`src/rtl/rs_pkg.sv`:
```
// Shared reservation-station definitions: tag-zero encoding, op-bundle layout, CDB slice helper.
// Pure constants/functions; no state, no latency.
package rs_pkg;

  localparam int TAG_ZERO = 0;

  // Op bundle is {fun7, fun3, opcode}, LSB first.
  localparam int OPC_LSB     = 0;
  localparam int OPC_W       = 7;
  localparam int F3_LSB      = OPC_LSB + OPC_W;
  localparam int F3_W        = 3;
  localparam int F7_LSB      = F3_LSB + F3_W;
  localparam int F7_W        = 7;
  localparam int OP_BUNDLE_W = F7_LSB + F7_W;

  localparam int SLICE_MAX_VEC = 2048;
  localparam int SLICE_MAX_W   = 64;

  // Field 'bus' of width w from a packed per-bus vector (bus 0 in LSBs); caller truncates.
  function automatic logic [SLICE_MAX_W-1:0] cdb_slice(input logic [SLICE_MAX_VEC-1:0] vec,
                                                       input int unsigned bus,
                                                       input int unsigned w);
    return SLICE_MAX_W'(vec >> (bus * w));
  endfunction

endpackage

```
`src/rtl/rs_station_age_matrix.sv`:
```
// Issue-order age matrix: one-hot grant of the oldest ready entry, combinational from registered age.
// Row i holds the entries older than i; set at allocation, column cleared when a slot is reused.
module age_matrix #(
  parameter int DEPTH = 8
) (
  input  logic             clk,
  input  logic             rst_n,
  input  logic [DEPTH-1:0] alloc_i,
  input  logic [DEPTH-1:0] free_i,
  input  logic [DEPTH-1:0] ready_i,
  output logic [DEPTH-1:0] grant_o
);

  logic [DEPTH-1:0] occ_q, occ_d;
  logic [DEPTH-1:0] age_q [DEPTH];
  logic [DEPTH-1:0] age_d [DEPTH];

  always_comb begin
    occ_d = (occ_q & ~free_i) | alloc_i;
    for (int i = 0; i < DEPTH; i++) begin
      if (alloc_i[i]) age_d[i] = occ_q & ~free_i;
      else            age_d[i] = age_q[i] & ~alloc_i;
    end
  end

  always_comb begin
    grant_o = '0;
    for (int i = 0; i < DEPTH; i++)
      grant_o[i] = ready_i[i] && ((age_q[i] & ready_i) == '0);
  end

  always_ff @(posedge clk or negedge rst_n) begin
    if (!rst_n) begin
      occ_q <= '0;
      for (int i = 0; i < DEPTH; i++) age_q[i] <= '0;
    end else begin
      occ_q <= occ_d;
      for (int i = 0; i < DEPTH; i++) age_q[i] <= age_d[i];
    end
  end

endmodule

```
`src/rtl/rs_station.sv`:
```
// Reservation station: buffers issued ops, snoops CDB tags, presents the oldest ready entry (1-cycle issue-to-dispatch).
// Presented entry is locked until disp_ready; issue_ready drops when full and depends only on the registered count.
module rs_station
  import rs_pkg::*;
#(
  parameter int DEPTH = 8,
  parameter int XLEN  = 32,
  parameter int TAG_W = 5,
  parameter int OP_W  = OP_BUNDLE_W,
  parameter int CDB_N = 2
) (
  input  logic                       clk,
  input  logic                       rst_n,
  input  logic                       flush,
  input  logic                       issue_valid,
  output logic                       issue_ready,
  input  logic [OP_W-1:0]            issue_op,
  input  logic [TAG_W-1:0]           issue_dest,
  input  logic [TAG_W-1:0]           issue_qj,
  input  logic [TAG_W-1:0]           issue_qk,
  input  logic [XLEN-1:0]            issue_vj,
  input  logic [XLEN-1:0]            issue_vk,
  input  logic [XLEN-1:0]            issue_imm,
  input  logic [CDB_N-1:0]           cdb_valid,
  input  logic [CDB_N*TAG_W-1:0]     cdb_tag,
  input  logic [CDB_N*XLEN-1:0]      cdb_data,
  output logic                       disp_valid,
  input  logic                       disp_ready,
  output logic [OP_W-1:0]            disp_op,
  output logic [TAG_W-1:0]           disp_dest,
  output logic [XLEN-1:0]            disp_vj,
  output logic [XLEN-1:0]            disp_vk,
  output logic [XLEN-1:0]            disp_imm,
  output logic [$clog2(DEPTH+1)-1:0] count
);

  localparam int CW = $clog2(DEPTH+1);
  localparam int IW = $clog2(DEPTH);
  localparam logic [CW-1:0]    DEPTH_C = CW'(DEPTH);
  localparam logic [TAG_W-1:0] TZ      = TAG_W'(TAG_ZERO);

  logic [DEPTH-1:0] vld_q, vld_d;
  logic [OP_W-1:0]  op_q   [DEPTH];
  logic [OP_W-1:0]  op_d   [DEPTH];
  logic [TAG_W-1:0] dest_q [DEPTH];
  logic [TAG_W-1:0] dest_d [DEPTH];
  logic [TAG_W-1:0] qj_q   [DEPTH];
  logic [TAG_W-1:0] qj_d   [DEPTH];
  logic [TAG_W-1:0] qk_q   [DEPTH];
  logic [TAG_W-1:0] qk_d   [DEPTH];
  logic [XLEN-1:0]  vj_q   [DEPTH];
  logic [XLEN-1:0]  vj_d   [DEPTH];
  logic [XLEN-1:0]  vk_q   [DEPTH];
  logic [XLEN-1:0]  vk_d   [DEPTH];
  logic [XLEN-1:0]  imm_q  [DEPTH];
  logic [XLEN-1:0]  imm_d  [DEPTH];

  logic [CW-1:0]    count_q, count_d;
  logic             lock_q, lock_d;
  logic [IW-1:0]    lock_idx_q, lock_idx_d;
  logic [OP_W-1:0]  last_op_q;
  logic [TAG_W-1:0] last_dest_q;
  logic [XLEN-1:0]  last_vj_q, last_vk_q, last_imm_q;

  logic [TAG_W-1:0] bus_tag  [CDB_N];
  logic [XLEN-1:0]  bus_data [CDB_N];
  logic [DEPTH-1:0] ready_vec, grant, alloc_vec, free_vec;
  logic [IW-1:0]    free_idx, sel_idx, grant_idx;
  logic             do_issue, do_disp;

  // Lowest bus index wins on duplicate tags; tag zero never matches.
  function automatic logic [TAG_W+XLEN-1:0] snoop(input logic [TAG_W-1:0] q, input logic [XLEN-1:0] v);
    logic [TAG_W+XLEN-1:0] r;
    r = {q, v};
    for (int b = CDB_N-1; b >= 0; b--)
      if (q != TZ && cdb_valid[b] && bus_tag[b] == q) r = {TZ, bus_data[b]};
    return r;
  endfunction

  always_comb begin
    for (int b = 0; b < CDB_N; b++) begin
      bus_tag[b]  = TAG_W'(cdb_slice(SLICE_MAX_VEC'(cdb_tag), b, TAG_W));
      bus_data[b] = XLEN'(cdb_slice(SLICE_MAX_VEC'(cdb_data), b, XLEN));
    end
    free_idx  = '0;
    ready_vec = '0;
    for (int i = DEPTH-1; i >= 0; i--) begin
      if (!vld_q[i]) free_idx = IW'(i);
      ready_vec[i] = vld_q[i] && (qj_q[i] == TZ) && (qk_q[i] == TZ);
    end
  end

  age_matrix #(.DEPTH(DEPTH)) u_age (
    .clk     (clk),
    .rst_n   (rst_n),
    .alloc_i (alloc_vec),
    .free_i  (free_vec),
    .ready_i (ready_vec),
    .grant_o (grant)
  );

  always_comb begin
    grant_idx = '0;
    for (int i = 0; i < DEPTH; i++)
      if (grant[i]) grant_idx = IW'(i);
    sel_idx    = lock_q ? lock_idx_q : grant_idx;
    disp_valid = lock_q || (ready_vec != '0);
    do_disp    = disp_valid && disp_ready;
    do_issue   = issue_valid && issue_ready && !flush;
    alloc_vec  = do_issue ? (DEPTH'(1) << free_idx) : '0;
    free_vec   = flush ? '1 : (do_disp ? (DEPTH'(1) << sel_idx) : '0);
  end

  assign issue_ready = (count_q < DEPTH_C);
  assign count       = count_q;
  assign disp_op     = disp_valid ? op_q[sel_idx]   : last_op_q;
  assign disp_dest   = disp_valid ? dest_q[sel_idx] : last_dest_q;
  assign disp_vj     = disp_valid ? vj_q[sel_idx]   : last_vj_q;
  assign disp_vk     = disp_valid ? vk_q[sel_idx]   : last_vk_q;
  assign disp_imm    = disp_valid ? imm_q[sel_idx]  : last_imm_q;

  always_comb begin
    for (int i = 0; i < DEPTH; i++) begin
      op_d[i]   = op_q[i];
      dest_d[i] = dest_q[i];
      imm_d[i]  = imm_q[i];
      {qj_d[i], vj_d[i]} = snoop(qj_q[i], vj_q[i]);
      {qk_d[i], vk_d[i]} = snoop(qk_q[i], vk_q[i]);
      if (alloc_vec[i]) begin
        op_d[i]   = issue_op;
        dest_d[i] = issue_dest;
        imm_d[i]  = issue_imm;
        {qj_d[i], vj_d[i]} = snoop(issue_qj, issue_vj);
        {qk_d[i], vk_d[i]} = snoop(issue_qk, issue_vk);
      end
    end
    vld_d      = flush ? '0 : ((vld_q & ~free_vec) | alloc_vec);
    count_d    = flush ? '0 : (count_q + CW'(do_issue) - CW'(do_disp));
    lock_d     = !flush && disp_valid && !disp_ready;
    lock_idx_d = disp_valid ? sel_idx : lock_idx_q;
  end

  always_ff @(posedge clk or negedge rst_n) begin
    if (!rst_n) begin
      vld_q       <= '0;
      count_q     <= '0;
      lock_q      <= 1'b0;
      lock_idx_q  <= '0;
      last_op_q   <= '0;
      last_dest_q <= '0;
      last_vj_q   <= '0;
      last_vk_q   <= '0;
      last_imm_q  <= '0;
      for (int i = 0; i < DEPTH; i++) begin
        op_q[i]   <= '0;
        dest_q[i] <= '0;
        qj_q[i]   <= '0;
        qk_q[i]   <= '0;
        vj_q[i]   <= '0;
        vk_q[i]   <= '0;
        imm_q[i]  <= '0;
      end
    end else begin
      vld_q      <= vld_d;
      count_q    <= count_d;
      lock_q     <= lock_d;
      lock_idx_q <= lock_idx_d;
      if (disp_valid) begin
        last_op_q   <= disp_op;
        last_dest_q <= disp_dest;
        last_vj_q   <= disp_vj;
        last_vk_q   <= disp_vk;
        last_imm_q  <= disp_imm;
      end
      for (int i = 0; i < DEPTH; i++) begin
        op_q[i]   <= op_d[i];
        dest_q[i] <= dest_d[i];
        qj_q[i]   <= qj_d[i];
        qk_q[i]   <= qk_d[i];
        vj_q[i]   <= vj_d[i];
        vk_q[i]   <= vk_d[i];
        imm_q[i]  <= imm_d[i];
      end
    end
  end

endmodule

```
`config.mk`:
```
export PLATFORM = sky130hd
export DESIGN_NAME = rs_station
export DESIGN_NICKNAME = d
export VERILOG_FILES = /design/src/rtl/rs_pkg.sv /design/src/rtl/rs_station_age_matrix.sv /design/src/rtl/rs_station.sv
export SDC_FILE = /design/constraint.sdc
export NUM_CORES = 2
export LEC_CHECK = 0
export CORE_ASPECT_RATIO = 1.75
export CORE_MARGIN = 5
export CORE_UTILIZATION = 35
export CTS_BUF_LIST = sky130_fd_sc_hd__clkbuf_4
export DETAILED_ROUTE_END_ITERATION = 10
export GPL_ROUTABILITY_DRIVEN = 0
export PLACE_DENSITY = 0.62
export SETUP_SLACK_MARGIN = 0.15
export SLEW_MARGIN = 25
export SYNTH_ARGS = -nofsm -noshare
export SYNTH_HDL_FRONTEND = slang
export SYNTH_SLANG_ARGS = --single-unit
```
`constraint.sdc`:
```
create_clock -name clk -period 9.83 [get_ports clk]
set_input_delay 1.966 -clock clk [delete_from_list [all_inputs] [get_ports clk]]
set_output_delay 1.966 -clock clk [all_outputs]
set_load 0.02 [all_outputs]
```
==> metrics.txt <==
most frequent cells after synthesis=sky130_fd_sc_hd__nand2_1 (2172), sky130_fd_sc_hd__dfrtp_1 (1222), sky130_fd_sc_hd__mux2i_1 (955), sky130_fd_sc_hd__o21ai_0 (689), sky130_fd_sc_hd__clkbuf_1 (641); startpoint-to-endpoint class of the critical path=flip-flop to primary output; CTS clock-pin slew for the worst setup and hold paths=0.06 ns; footprint of the multi-input gates=34200 um2; Core Region=192000 um2; # hold bufs at CTS=0; leading post-synthesis cells by cell area=sky130_fd_sc_hd__dfrtp_1 (45%), sky130_fd_sc_hd__mux2i_1 (14%), sky130_fd_sc_hd__nand2_1 (12%), sky130_fd_sc_hd__o21ai_0 (5.1%), sky130_fd_sc_hd__o211ai_1 (3.6%); top flip-flop cell by instance count after synthesis=sky130_fd_sc_hd__dfrtp_1; distinct cell type count of the synthesized netlist=74; CP endpoint kind=primary output; area of the die=203000 um2; cell breakdown of the critical path=or4_1, nor4_1, a221oi_1, nand2_1, o21ba_2, a21bo_1, and2_4, buf_12, a21oi_1, a32o_1, o211ai_1, clkdlybuf4s50_1; area growth from synthesis to layout=13.6%; Critical Path RT=7.86 ns; Worst Setup Slack, final=0.954 ns; violated checks=design-rule violations; final critical-path share of the clock period=90.3%; maximum operating frequency=113 MHz; area of the mapped netlist=67700 um2; via count of the first global-routing pass=61658; buffer depth of the longest clock path=4; maximum number of pins on one net before global-route repair=186; actual transition at the worst max-transition pin=1.11 ns; cell at the slowest stage of the critical path=sky130_fd_sc_hd__nor4_1; Initial DRC Count=6512; Mapped Cells=7773; horizontal die dimension=342 um; Synth top area share=45.2%; share of final-layout standard cells stronger than drive strength 1=8.96%; cell with the most instances after synthesis=sky130_fd_sc_hd__nand2_1; Power, Total=14.8 mW; post-cts gate resize count=0; P_leak=33.6 nW; startpoint type of the worst setup path=flip-flop; via density per instance=5.81; sinks on the clock net=1222; number of nets in the final layout=7990; CP arrival=6.91 ns; Synth Register Bits=1222; maximum VDD drop=139 uV; Port Buffers=332; sequential cell area=30600 um2; routed via count=61510; fill cell instance count of the final layout=19350; Hold Crit Class=flip-flop to flip-flop; Post-Synthesis Mean Instance Area=8.71 um2; final setup violation count=0; fraction of the yosys area taken by sequential cells=45.2%; root buf cell=sky130_fd_sc_hd__clkbuf_4; remaining antenna violation count after routing=0; number of CTS-inserted buffers=323; clock tree from TritonCTS=built; post-detailed-route wirelength per cell=25.5 um; first-pass GRT wire length=398000 um; number of placed I/O pins=333; minimum clock period after layout=8.88 ns; Sum Neg Setup Slack=0 ns; routed wire length=270000 um; Warnings, synthesis=0; number of pins with negative max-slew slack in the final report=0; dominant cell type by area after synthesis=sky130_fd_sc_hd__dfrtp_1; run status=finished, violations left; H-tree depth reported by CTS=5; post-synth net total=7987; Worst-Skew Late Latency=1.21 ns; cell area power density=192 nW/um2; number of maximum-capacitance constraint violations=0; TritonRoute pass-1 iters=9; starting density of the core=35.2%; ys async rst share=100%; Slew HR=26.0%; Final Hold Violating Endpoints=0; Detailed Place HPWL=155000 um; peak fanout along the critical path=65; global-route congestion overflow total=0; crit-path max cell delay=0.94 ns; setup repair after global routing missed its margin=no; placed cell areas=72800 um2; Final Skew=0.149 ns; aggregate global-route resource usage=25.8%; Post-route DRC=3; Layout Cell Area excl Fill=76900 um2; dpl ws=2.13 ns; number of rows in the core area=213; post-CTS setup repair buffer count=0; vertical extent of the die=592 um; Post-synth EDFFs=0; number of antenna violations at the first check in global routing=31
-- state kept, by name, indices dropped and copies added, names as in the netlist, 17 cells and up, named ones only --
register	count
last_op_q	17
op_q	136
u_age.age_q	49
qj_q	40
dest_q	40
last_imm_q	32
imm_q	256
vk_q	256
last_vk_q	32
last_vj_q	32
qk_q	40
vj_q	256
-- placed cells by master, fill, tap and decap left out, types with 15 or more instances in the layout --
cell type	n
sky130_fd_sc_hd__a21o_1	138
sky130_fd_sc_hd__a21oi_1	278
sky130_fd_sc_hd__a222oi_1	50
sky130_fd_sc_hd__a31oi_1	49
sky130_fd_sc_hd__a32o_1	35
sky130_fd_sc_hd__and3_1	72
sky130_fd_sc_hd__buf_12	25
sky130_fd_sc_hd__buf_4	122
sky130_fd_sc_hd__clkbuf_4	455
sky130_fd_sc_hd__clkdlybuf4s50_1	330
sky130_fd_sc_hd__clkinv_1	62
sky130_fd_sc_hd__dfrtp_1	1222
sky130_fd_sc_hd__diode_2	15
sky130_fd_sc_hd__mux2i_1	955
sky130_fd_sc_hd__nand2_1	2168
sky130_fd_sc_hd__nand3_1	85
sky130_fd_sc_hd__nand4_1	32
sky130_fd_sc_hd__nor2_1	256
sky130_fd_sc_hd__nor3_1	18
sky130_fd_sc_hd__nor4_1	36
sky130_fd_sc_hd__nor4_2	15
sky130_fd_sc_hd__o211ai_1	324
sky130_fd_sc_hd__o21ai_0	689
sky130_fd_sc_hd__o21ai_1	88
sky130_fd_sc_hd__o221ai_1	68
sky130_fd_sc_hd__o22ai_1	16
sky130_fd_sc_hd__or4_1	17
sky130_fd_sc_hd__xnor2_1	94
sky130_fd_sc_hd__xor2_1	79
-- layout make-up --
class | instances | area share (%)
Clock inverter | 86 | 0.702
Sequential cell | 1222 | 39.8
Clock buffer | 455 | 4.44
Inverter | 15 | 0.0733
Multi-Input combinational cell | 5732 | 44.5
Tap cell | 2580 | 4.20
Timing Repair Buffer | 482 | 6.29
Antenna cell | 15 | 0.0488
-- final timing paths --
kind | from | endpoint | slack [ns] | depth (start not counted)
max reg2reg | qk_q[16]$_DFFE_PN0P_ | last_imm_q[15]$_DFFE_PN0N_ | 4.73 | 11
min in group asynchronous | rst_n | op_q[44]$_DFFE_PN0P_ | 0.75 | 1
min | dest_q[2]$_DFFE_PN0P_ | dest_q[2]$_DFFE_PN0P_ | 0.46 | 2
min reg2reg | dest_q[2]$_DFFE_PN0P_ | dest_q[2]$_DFFE_PN0P_ | 0.46 | 2
max in group asynchronous | rst_n | last_vk_q[18]$_DFFE_PN0N_ | 6.50 | 4
max | qk_q[16]$_DFFE_PN0P_ | disp_vj[18] | 0.95 | 12
-- through the flow --
step	cells	hold WS, ns	utilization, %
CTS	10571	0.427	39.9
finish	10587	0.464	39.9
global route	10577	0.475	39.9
detailed placement	10030	0.454	37.9
floorplan	7773	0.438	-
global placement	10027	0.448	37.8
-- worst max-delay path, delay by kind of cell (launching register included) --
kind / cells / cell delay, ns
simple gates: 4 / 2.44
compound gates: 6 / 1.63
buf+inv: 2 / 1.23
flops: 1 / 0.42
-- power by group --
group | leakage [nW] | internal [mW] | switching (mW)
registers | 16.5 | 5.84 | 0.448
clock network | 2.35 | 2.30 | 2.30
logic | 14.7 | 1.62 | 2.24
total | 33.6 | 9.77 | 4.99
-- layer usage --
metal	vias to the layer above	routed length, um	GRT usage [%]
met4	26	15200	13.7
met2	3220	129000	43.1
met1	30276	102000	30.9
met3	923	24200	6.00
met5	-	166	0
li1	27065	-	-
-- cell families (layout without fill, tap and decap cells) --
family	Yosys count	count (layout)	share of synthesized area [%]
fa+ha+maj	5	5	0.104
buf+inv	819	1038	4.97
simple gates	2803	2803	16.9
other cells	0	15	0
compound gates	1782	1782	16.3
mux	969	969	14.4
flops	1222	1222	45.2
xor+xnor	173	173	2.24
No activity file was read; power rests on OpenSTA's default activity.
